### config.mk
export PLATFORM = sky130hd
export DESIGN_NAME = vga_frame_writer
export DESIGN_NICKNAME = d
export VERILOG_FILES = /design/src/rtl/vga_frame_writer.sv
export SDC_FILE = /design/constraint.sdc
export NUM_CORES = 2
export LEC_CHECK = 0
export CAP_MARGIN = 20
export CORE_AREA = 4 4 423 425
export DETAILED_ROUTE_END_ITERATION = 10
export DIE_AREA = 0 0 427 429
export GPL_TIMING_DRIVEN = 0
export HOLD_SLACK_MARGIN = 0.03
export RECOVER_POWER = 100
export SLEW_MARGIN = 15
export SYNTH_ARGS = -nofsm -noshare
export SYNTH_HDL_FRONTEND = slang
export SYNTH_SLANG_ARGS = --single-unit
### constraint.sdc
create_clock -name clk_50 -period 5.9 [get_ports clk_50]
set_input_delay 0.59 -clock clk_50 [delete_from_list [all_inputs] [get_ports clk_50]]
set_output_delay 0.59 -clock clk_50 [all_outputs]
set_load 0.05 [all_outputs]
### src/rtl/vga_frame_writer.sv
// rtl/vga_frame_writer.sv - port-B write engine for the VGA frame RAM and position tables
// Optional XOR pixel op is built only when VGA_WR_XOR_EN is defined.
module vga_frame_writer #(
    parameter int SCR_W   = 480,
    parameter int SCR_H   = 480,
    parameter int RAM_LAT = 1
) (
    input  logic              clk_50,
    input  logic              rst_n,
    input  logic              cmd_valid,
    output logic              cmd_ready,
    input  logic [2:0]        cmd_op,
    input  logic [8:0]        cmd_x,
    input  logic [8:0]        cmd_y,
    input  logic [9:0]        cmd_idx,
    input  logic [25:0]       cmd_data,
    output logic              done,
    output logic              err,
    output logic              ram_480_480_write,
    output logic [8:0]        ram_480_480_address_rw,
    output logic [SCR_W-1:0]  ram_480_480_din,
    input  logic [SCR_W-1:0]  ram_480_480_dout_rw,
    output logic              ram_picture_position_write,
    output logic [9:0]        ram_picture_position_address_rw,
    output logic [25:0]       ram_picture_position_din,
    output logic              ram_word_position_write,
    output logic [9:0]        ram_word_position_address_b,
    output logic [25:0]       ram_word_position_din
);

    localparam logic [2:0] S_IDLE = 3'd0;
    localparam logic [2:0] S_RD   = 3'd1;
    localparam logic [2:0] S_WAIT = 3'd2;
    localparam logic [2:0] S_WR   = 3'd3;
    localparam logic [2:0] S_CLS  = 3'd4;
    localparam logic [2:0] S_POS  = 3'd5;
    localparam logic [2:0] S_FIN  = 3'd6;

    localparam logic [2:0] OP_SET  = 3'b000;
    localparam logic [2:0] OP_CLR  = 3'b001;
    localparam logic [2:0] OP_XOR  = 3'b010;
    localparam logic [2:0] OP_CLS  = 3'b011;
    localparam logic [2:0] OP_PIC  = 3'b100;
    localparam logic [2:0] OP_WORD = 3'b101;

    localparam logic [8:0] X_LIM    = 9'(SCR_W);
    localparam logic [8:0] Y_LIM    = 9'(SCR_H);
    localparam logic [8:0] ROW_LAST = 9'(SCR_H - 1);
    localparam int         LW       = (RAM_LAT > 1) ? $clog2(RAM_LAT) : 1;
    localparam logic [LW-1:0] LAT_LAST = LW'(RAM_LAT - 1);

    logic [2:0]       state_q, state_d;
    logic [2:0]       op_q, op_d;
    logic [8:0]       x_q, x_d;
    logic [8:0]       row_q, row_d;
    logic [LW-1:0]    lat_q, lat_d;
    logic             cmd_ready_q, cmd_ready_d;
    logic             done_q, done_d;
    logic             err_q, err_d;
    logic             frame_we_q, frame_we_d;
    logic [8:0]       frame_addr_q, frame_addr_d;
    logic [SCR_W-1:0] frame_din_q, frame_din_d;
    logic             pic_we_q, pic_we_d;
    logic [9:0]       pic_addr_q, pic_addr_d;
    logic [25:0]      pic_din_q, pic_din_d;
    logic             word_we_q, word_we_d;
    logic [9:0]       word_addr_q, word_addr_d;
    logic [25:0]      word_din_q, word_din_d;

    logic             is_pixel_op;
    logic [SCR_W-1:0] pix_mask;
    logic [SCR_W-1:0] rmw_row;

    always_comb begin
        is_pixel_op = (cmd_op == OP_SET) || (cmd_op == OP_CLR);
`ifdef VGA_WR_XOR_EN
        if (cmd_op == OP_XOR) begin
            is_pixel_op = 1'b1;
        end
`endif
    end

    always_comb begin
        pix_mask = {{(SCR_W-1){1'b0}}, 1'b1} << x_q;
        rmw_row  = ram_480_480_dout_rw;
        case (op_q)
            OP_SET:  rmw_row = ram_480_480_dout_rw | pix_mask;
            OP_CLR:  rmw_row = ram_480_480_dout_rw & ~pix_mask;
`ifdef VGA_WR_XOR_EN
            OP_XOR:  rmw_row = ram_480_480_dout_rw ^ pix_mask;
`endif
            default: rmw_row = ram_480_480_dout_rw;
        endcase
    end

    // Registered outputs are computed for the state being entered, so each
    // state's port-B activity is visible while the FSM sits in that state.
    always_comb begin
        state_d      = state_q;
        op_d         = op_q;
        x_d          = x_q;
        row_d        = row_q;
        lat_d        = lat_q;
        cmd_ready_d  = 1'b0;
        done_d       = 1'b0;
        err_d        = 1'b0;
        frame_we_d   = 1'b0;
        frame_addr_d = frame_addr_q;
        frame_din_d  = frame_din_q;
        pic_we_d     = 1'b0;
        pic_addr_d   = pic_addr_q;
        pic_din_d    = pic_din_q;
        word_we_d    = 1'b0;
        word_addr_d  = word_addr_q;
        word_din_d   = word_din_q;

        case (state_q)
            S_IDLE: begin
                cmd_ready_d = 1'b1;
                if (cmd_valid) begin
                    cmd_ready_d = 1'b0;
                    op_d        = cmd_op;
                    x_d         = cmd_x;
                    if (is_pixel_op) begin
                        if ((cmd_x < X_LIM) && (cmd_y < Y_LIM)) begin
                            state_d      = S_RD;
                            frame_addr_d = cmd_y;
                        end else begin
                            state_d = S_FIN;
                            done_d  = 1'b1;
                            err_d   = 1'b1;
                        end
                    end else if (cmd_op == OP_CLS) begin
                        state_d = S_CLS;
                        row_d   = 9'd0;
                    end else if (cmd_op == OP_PIC) begin
                        state_d    = S_POS;
                        pic_we_d   = 1'b1;
                        pic_addr_d = cmd_idx;
                        pic_din_d  = cmd_data;
                    end else if (cmd_op == OP_WORD) begin
                        state_d     = S_POS;
                        word_we_d   = 1'b1;
                        word_addr_d = cmd_idx;
                        word_din_d  = cmd_data;
                    end else begin
                        state_d = S_FIN;
                        done_d  = 1'b1;
                        err_d   = 1'b1;
                    end
                end
            end
            S_RD: begin
                state_d = S_WAIT;
                lat_d   = '0;
            end
            S_WAIT: begin
                if (lat_q == LAT_LAST) begin
                    state_d     = S_WR;
                    frame_we_d  = 1'b1;
                    frame_din_d = rmw_row;
                end else begin
                    lat_d = lat_q + LW'(1);
                end
            end
            S_WR: begin
                state_d = S_FIN;
                done_d  = 1'b1;
            end
            S_CLS: begin
                // Leave only once the last row's write has been presented.
                if (frame_we_q && (frame_addr_q == ROW_LAST)) begin
                    state_d = S_FIN;
                    done_d  = 1'b1;
                end else begin
                    frame_we_d   = 1'b1;
                    frame_addr_d = row_q;
                    frame_din_d  = '0;
                    if (row_q != ROW_LAST) begin
                        row_d = row_q + 9'd1;
                    end
                end
            end
            S_POS: begin
                state_d = S_FIN;
                done_d  = 1'b1;
            end
            S_FIN: begin
                state_d     = S_IDLE;
                cmd_ready_d = 1'b1;
            end
            default: begin
                state_d     = S_IDLE;
                cmd_ready_d = 1'b1;
            end
        endcase
    end

    always_ff @(posedge clk_50) begin
        if (!rst_n) begin
            state_q      <= S_IDLE;
            op_q         <= 3'd0;
            x_q          <= 9'd0;
            row_q        <= 9'd0;
            lat_q        <= '0;
            cmd_ready_q  <= 1'b1;
            done_q       <= 1'b0;
            err_q        <= 1'b0;
            frame_we_q   <= 1'b0;
            frame_addr_q <= 9'd0;
            frame_din_q  <= '0;
            pic_we_q     <= 1'b0;
            pic_addr_q   <= 10'd0;
            pic_din_q    <= 26'd0;
            word_we_q    <= 1'b0;
            word_addr_q  <= 10'd0;
            word_din_q   <= 26'd0;
        end else begin
            state_q      <= state_d;
            op_q         <= op_d;
            x_q          <= x_d;
            row_q        <= row_d;
            lat_q        <= lat_d;
            cmd_ready_q  <= cmd_ready_d;
            done_q       <= done_d;
            err_q        <= err_d;
            frame_we_q   <= frame_we_d;
            frame_addr_q <= frame_addr_d;
            frame_din_q  <= frame_din_d;
            pic_we_q     <= pic_we_d;
            pic_addr_q   <= pic_addr_d;
            pic_din_q    <= pic_din_d;
            word_we_q    <= word_we_d;
            word_addr_q  <= word_addr_d;
            word_din_q   <= word_din_d;
        end
    end

    assign cmd_ready                       = cmd_ready_q;
    assign done                            = done_q;
    assign err                             = err_q;
    assign ram_480_480_write               = frame_we_q;
    assign ram_480_480_address_rw          = frame_addr_q;
    assign ram_480_480_din                 = frame_din_q;
    assign ram_picture_position_write      = pic_we_q;
    assign ram_picture_position_address_rw = pic_addr_q;
    assign ram_picture_position_din        = pic_din_q;
    assign ram_word_position_write         = word_we_q;
    assign ram_word_position_address_b     = word_addr_q;
    assign ram_word_position_din           = word_din_q;

endmodule

* Yosys cells after proc, flatten, opt, wreduce, memory -nomap -nowiden *
Index checks and enable logic that the tools add are counted.

storage, ports and cells
  bits in registers = 592
  logic and storage cells = 114
  input bits = 540

cells by class
  shifts and indexed selects = 1
  multiplexer cells = 41
  add/sub/neg operators = 2
  bitwise operators = 9
  reductions and logical operators = 21
  equal/unequal tests = 21
  order comparisons = 2

operator list
  cell                                                 number
  case mux 480 bit (2 select lines)                    2
  two-way mux 480 bit                                  2
  AND 480 bit                                          1
  NOT 480 bit                                          1
  bitwise OR 480 bit                                   1
  left shift 1 x 9 -> 480 bit, first input constant    1
  two-way mux 9 bit                                    9
  case mux 9 bit (2 select lines)                      2
  less-than comparator 9 bit, second input constant    2
  != test 2 bit, second input constant                 9
  two-way mux 3 bit                                    5
  case mux 3 bit (5 select lines)                      1
  two-way mux 1 bit                                    13
  equality test 3 bit, second input constant           4
  AND reduction 6 bit                                  2
  AND reduction 5 bit                                  2
  OR reduction 5 bit                                   2
  adder 9 x 1 -> 9 bit, second input constant          1
  equality test 3 x 1 -> 1 bit, second input constant  3
  equality test 3 x 2 -> 1 bit, second input constant  3
  equality test 9 bit, second input constant           1
  zero test 3 bit                                      3
  != test 9 bit, second input constant                 1
  two-way mux 2 bit                                    3
  other kinds (11)                                     23

* Logic depth before layout (Yosys ltp) *
  depth after elaboration = 7
  mapped depth = 9
  mapped depth without buffers = 6

* Least setup slack after synthesis *
No wires, ideal clock.

  path kind = flip-flop to flip-flop
  start point = register frame_addr_q[6], in the netlist ram_480_480_address_rw[6]
  end point = register frame_din_q[452], in the netlist ram_480_480_din[452]
  buffers on the path = 3
  setup slack = 3.517 ns
  arrival time = 2.323 ns
  period minus slack after synthesis = 2.383 ns
  library setup time = 0.060 ns
  cell stages (with the launch flop) = 9
  required time = 5.840 ns
  cells stage by stage = dfxtp_1 nand4b_1 o31ai_1 a21o_1 and2_1 buf_2 clkbuf_1 buf_1 a22o_1

between the ends
  longest elaborated chain between the ends = 4

RTL lines
  item                                  RTL line  source
  start: declaration                    61        logic [8:0] frame_addr_q, frame_addr_d;
  start signal: assignment              228       frame_addr_q <= frame_addr_d;
  equality test 9 bit                   172       if (frame_we_q && (frame_addr_q == ROW_LAST)) begin
  logical AND 1 bit                     172
  != test 2 bit (no source line)        -
  AND reduction 3 bit (no source line)  -
  end signal: assignment                229       frame_din_q <= frame_din_d;
  end: declaration                      62        logic [SCR_W-1:0] frame_din_q, frame_din_d;

Every way passes these cells.
A chain may end at the register's enable or synchronous reset.

* Final worst setup path *
  start point = register frame_we_q, in the netlist ram_480_480_write
  end point = register frame_din_q[191], in the netlist ram_480_480_din[191]

between the ends
  longest elaborated chain between the ends = 3

RTL lines
  item                                  RTL line  source
  start: declaration                    60        logic frame_we_q, frame_we_d;
  start signal: assignment              227       frame_we_q <= frame_we_d;
  logical AND 1 bit                     172
  != test 2 bit (no source line)        -
  AND reduction 3 bit (no source line)  -

Every way passes these cells.

==> results.sh <==
export IMPL_ant_nets=0
export IMPL_root_buffer="clkbuf_16"
export IMPL_leakage_nw=16.7
export IMPL_crit_required_ns=6.53
export IMPL_rsz0062_at_grt="no"
export IMPL_core_area_um2=175000
export IMPL_finalSetupViolCount=0
export IMPL_ys_seq_area_frac=0.436
export IMPL_reg2reg_from="ram_480_480_write"
export IMPL_total_power_mw=14.0
export IMPL_place_port_buffers=1105
export IMPL_avgSynthCellArea_um2=8.21
export IMPL_synth_distinct_cells=52
export IMPL_insertion_delay_ns=0.72
export IMPL_wl_mm=226
export IMPL_tightest_slew_ns=1.55
export IMPL_hpwl_mm=189
export IMPL_syn_nets=3842
export IMPL_row_count=154
export IMPL_stdcell_count=6989
export IMPL_antenna_found_initial=101
export IMPL_drc=0
export IMPL_yosysWarnings=0
export IMPL_fmax_ghz=0.217
export IMPL_hp_class="register to register"
export IMPL_outcome="complete, but fails checks"
export IMPL_tns_ns=0
export IMPL_first_pass_iters=6
export IMPL_die_y_um=429
export IMPL_ir_drop_mv=0.199
export IMPL_whs_ns=0.460
export IMPL_final_area_um2=44700
export IMPL_numCtsBuffers=75
export IMPL_fp_dieW_um=427
export IMPL_synth_seq_cells=591
export IMPL_synth_edf_count=0
export IMPL_final_period_utilization=0.781
export IMPL_clk_pin_slew_ns=0.06
export IMPL_dp_cells=6797
export IMPL_grtUsageTotal=0.235
export IMPL_via_per_inst=4.86
export IMPL_drv_cap=2
export IMPL_post_drt_wl_per_cell_um=32.4
export IMPL_ys_flop_type="dfxtp_1"
export IMPL_grt_pass1_wl_mm=296
export IMPL_worstSetupPathType="register to register"
export IMPL_violations="max-capacitance violations, max-slew violations"
export IMPL_postCtsSetupRepairBufs=0
export IMPL_ctsResizeCount=0
export IMPL_syn2layout_area_growth_pct=64.8
export IMPL_cts_sinks=591
export IMPL_drive_gt1_frac=0.0442
export IMPL_hold_buffers=0
export IMPL_grt_max_degree=12
export IMPL_hold_violations=0
export IMPL_fin_worst_skew_ns=0.0397
export IMPL_power_density_nw_per_um2=314
export IMPL_dpl_cell_area_um2=42200
export IMPL_fp_dieArea_um2=183000
export IMPL_syn_area_um2=27100
export IMPL_synth_cells=3301
export IMPL_async_flop_share=0
export IMPL_drv_slew=18
export IMPL_cp_max_fo=10
export IMPL_io_pins=1107
export IMPL_startpoint="ram_480_480_write"
export IMPL_clk_path_buf_depth=3
export IMPL_initial_utilization=0.155
export IMPL_r2r_slack_ns=1.29
export IMPL_start_kind="register"
export IMPL_fin_util=0.255
export IMPL_h_tree_depth=3
export IMPL_crit_path_end_kind="register"
export IMPL_worstHoldStart="ram_word_position_address_b[1]"
export IMPL_critPathArrivalTime_ns=5.24
export IMPL_globalplace_congestion=0.971
export IMPL_grt_pass1_vias=32600
export IMPL_grt_overflow=0
export IMPL_nets=5076
export IMPL_cts_tree="done"
export IMPL_setup_ws_ns=1.29
export IMPL_post_place_ws_ns=1.84
export IMPL_vias=34000
export IMPL_maxSlewHeadroom=-0.0317
export IMPL_num_fill_cells=19100
export IMPL_drt_first_iter_violations=3429
export IMPL_min_period_ns=4.61
[logic make-up (layout without fill, tap and decap cells)]
logic type | count (synthesis) | count (layout) | share of synthesized area
flip-flops | 591 | 591 | 0.436
multiplexers | 8 | 8 | 0.00295
AND/OR/NAND/NOR | 786 | 786 | 0.124
other | 0 | 60 | 0
buffers and inverters | 353 | 1641 | 0.0497
adder cells (fa/ha/maj) | 1 | 1 | 0.000462
AO/OA/AOI/OAI | 1562 | 1562 | 0.386
[final cells by class]
class	count	area, µm²	share of cell area
plain buffers	348	1330	0.0299
clock buffers	108	2200	0.0493
repair buffers	1157	11800	0.265
multi-input cells	2357	14000	0.314
well taps	2340	2930	0.0656
inverters	5	18.8	0.000420
clock inverters	23	337	0.00754
diodes	60	150	0.00336
flip-flops and latches	591	11800	0.265
[state kept, by name, indices dropped and copies added (netlist names), 3 cells and up]
| name | count |
|---|---|
| ram_word_position_address_b | 10 |
| ram_word_position_din | 26 |
| ram_480_480_address_rw | 9 |
| state_q | 3 |
| row_q | 9 |
| ram_picture_position_address_rw | 10 |
| ram_picture_position_din | 26 |
| op_q | 3 |
| ram_480_480_din | 480 |
| x_q | 9 |
[where the power goes]
part	total [mW]	switching [mW]	internal [mW]
sequential	4.59	0.252	4.34
combinational	4.53	3.13	1.40
clock	4.92	2.02	2.90
total	14.0	5.40	8.64
[per-layer routing]
layer,vias to the layer above,GRT usage,part of all wire,wire length (µm)
li1,14800,-,-,-
met1,16700,0.261,0.36,82000
met2,1996,0.402,0.49,110000
met3,443,0.0672,0.087,19700
met4,32,0.133,0.062,14000
met5,-,0,0.0010,229
[cell usage after synthesis, types with 6 or more instances]
cell type    n  share of area
dfxtp_1    591           0.44
o21ai_0    490          0.090
clkbuf_1   336          0.047
nor2_1     336          0.047
nand2_1    332          0.046
a21oi_1    263          0.049
o31ai_1    227          0.063
a22o_1     224          0.072
a2bb2oi_1  192          0.062
a21boi_0    84          0.023
o2bb2ai_1   64          0.021
nand3_1     13         0.0024
and2_1      10         0.0023
or3_1        9         0.0021
mux2i_1      8         0.0030
nor2b_1      8         0.0018
o211a_1      8         0.0030
nor3_1       7         0.0013
nand2b_1     6         0.0014
nand4_1      6         0.0014
nand4bb_1    6         0.0025
nor4bb_1     6         0.0022
[worst paths after layout]
| path | end | depth (start not counted) |
|---|---|---|
| max reg2reg | ram_480_480_din[191] | 9 |
| max | ram_480_480_din[191] | 9 |
| min | ram_word_position_address_b[1] | 2 |
| min reg2reg | ram_word_position_address_b[1] | 2 |
[worst max-delay path, cell delays in order (launching register included)]
cell	delay (ns)
dfxtp_1	0.43
nand4b_1	0.30
o31ai_1	0.40
a21o_1	0.25
and2_1	0.14
clkbuf_1	1.11
clkbuf_1	0.45
clkbuf_1	0.68
clkbuf_1	0.52
a22o_1	0.24
[cell usage in the layout (no fill, tap or decap), types with 6 or more instances in the layout]
cell and n:
dfxtp_1 591, buf_8 13, clkbuf_16 77, diode_2 60, o2bb2ai_1 64, o211a_1 8, a22o_1 224, or3_1 9
mux2i_1 8, nand3_1 13, a21oi_1 263, clkbuf_2 22, nand4_1 6, buf_16 12, o21ai_0 490, clkinv_2 10
clkbuf_1 347, nor2b_1 8, o31ai_1 227, clkbuf_8 16, nor2_1 336, nand2b_1 6, a21boi_0 84, nor4bb_4 6
nor3_1 8, dlygate4sd3_1 568, buf_4 9, a2bb2oi_1 192, bufinv_16 7, nand2_1 332, clkdlybuf4s50_1 537, nand4bb_1 6
(Power assumes the default switching activity.)
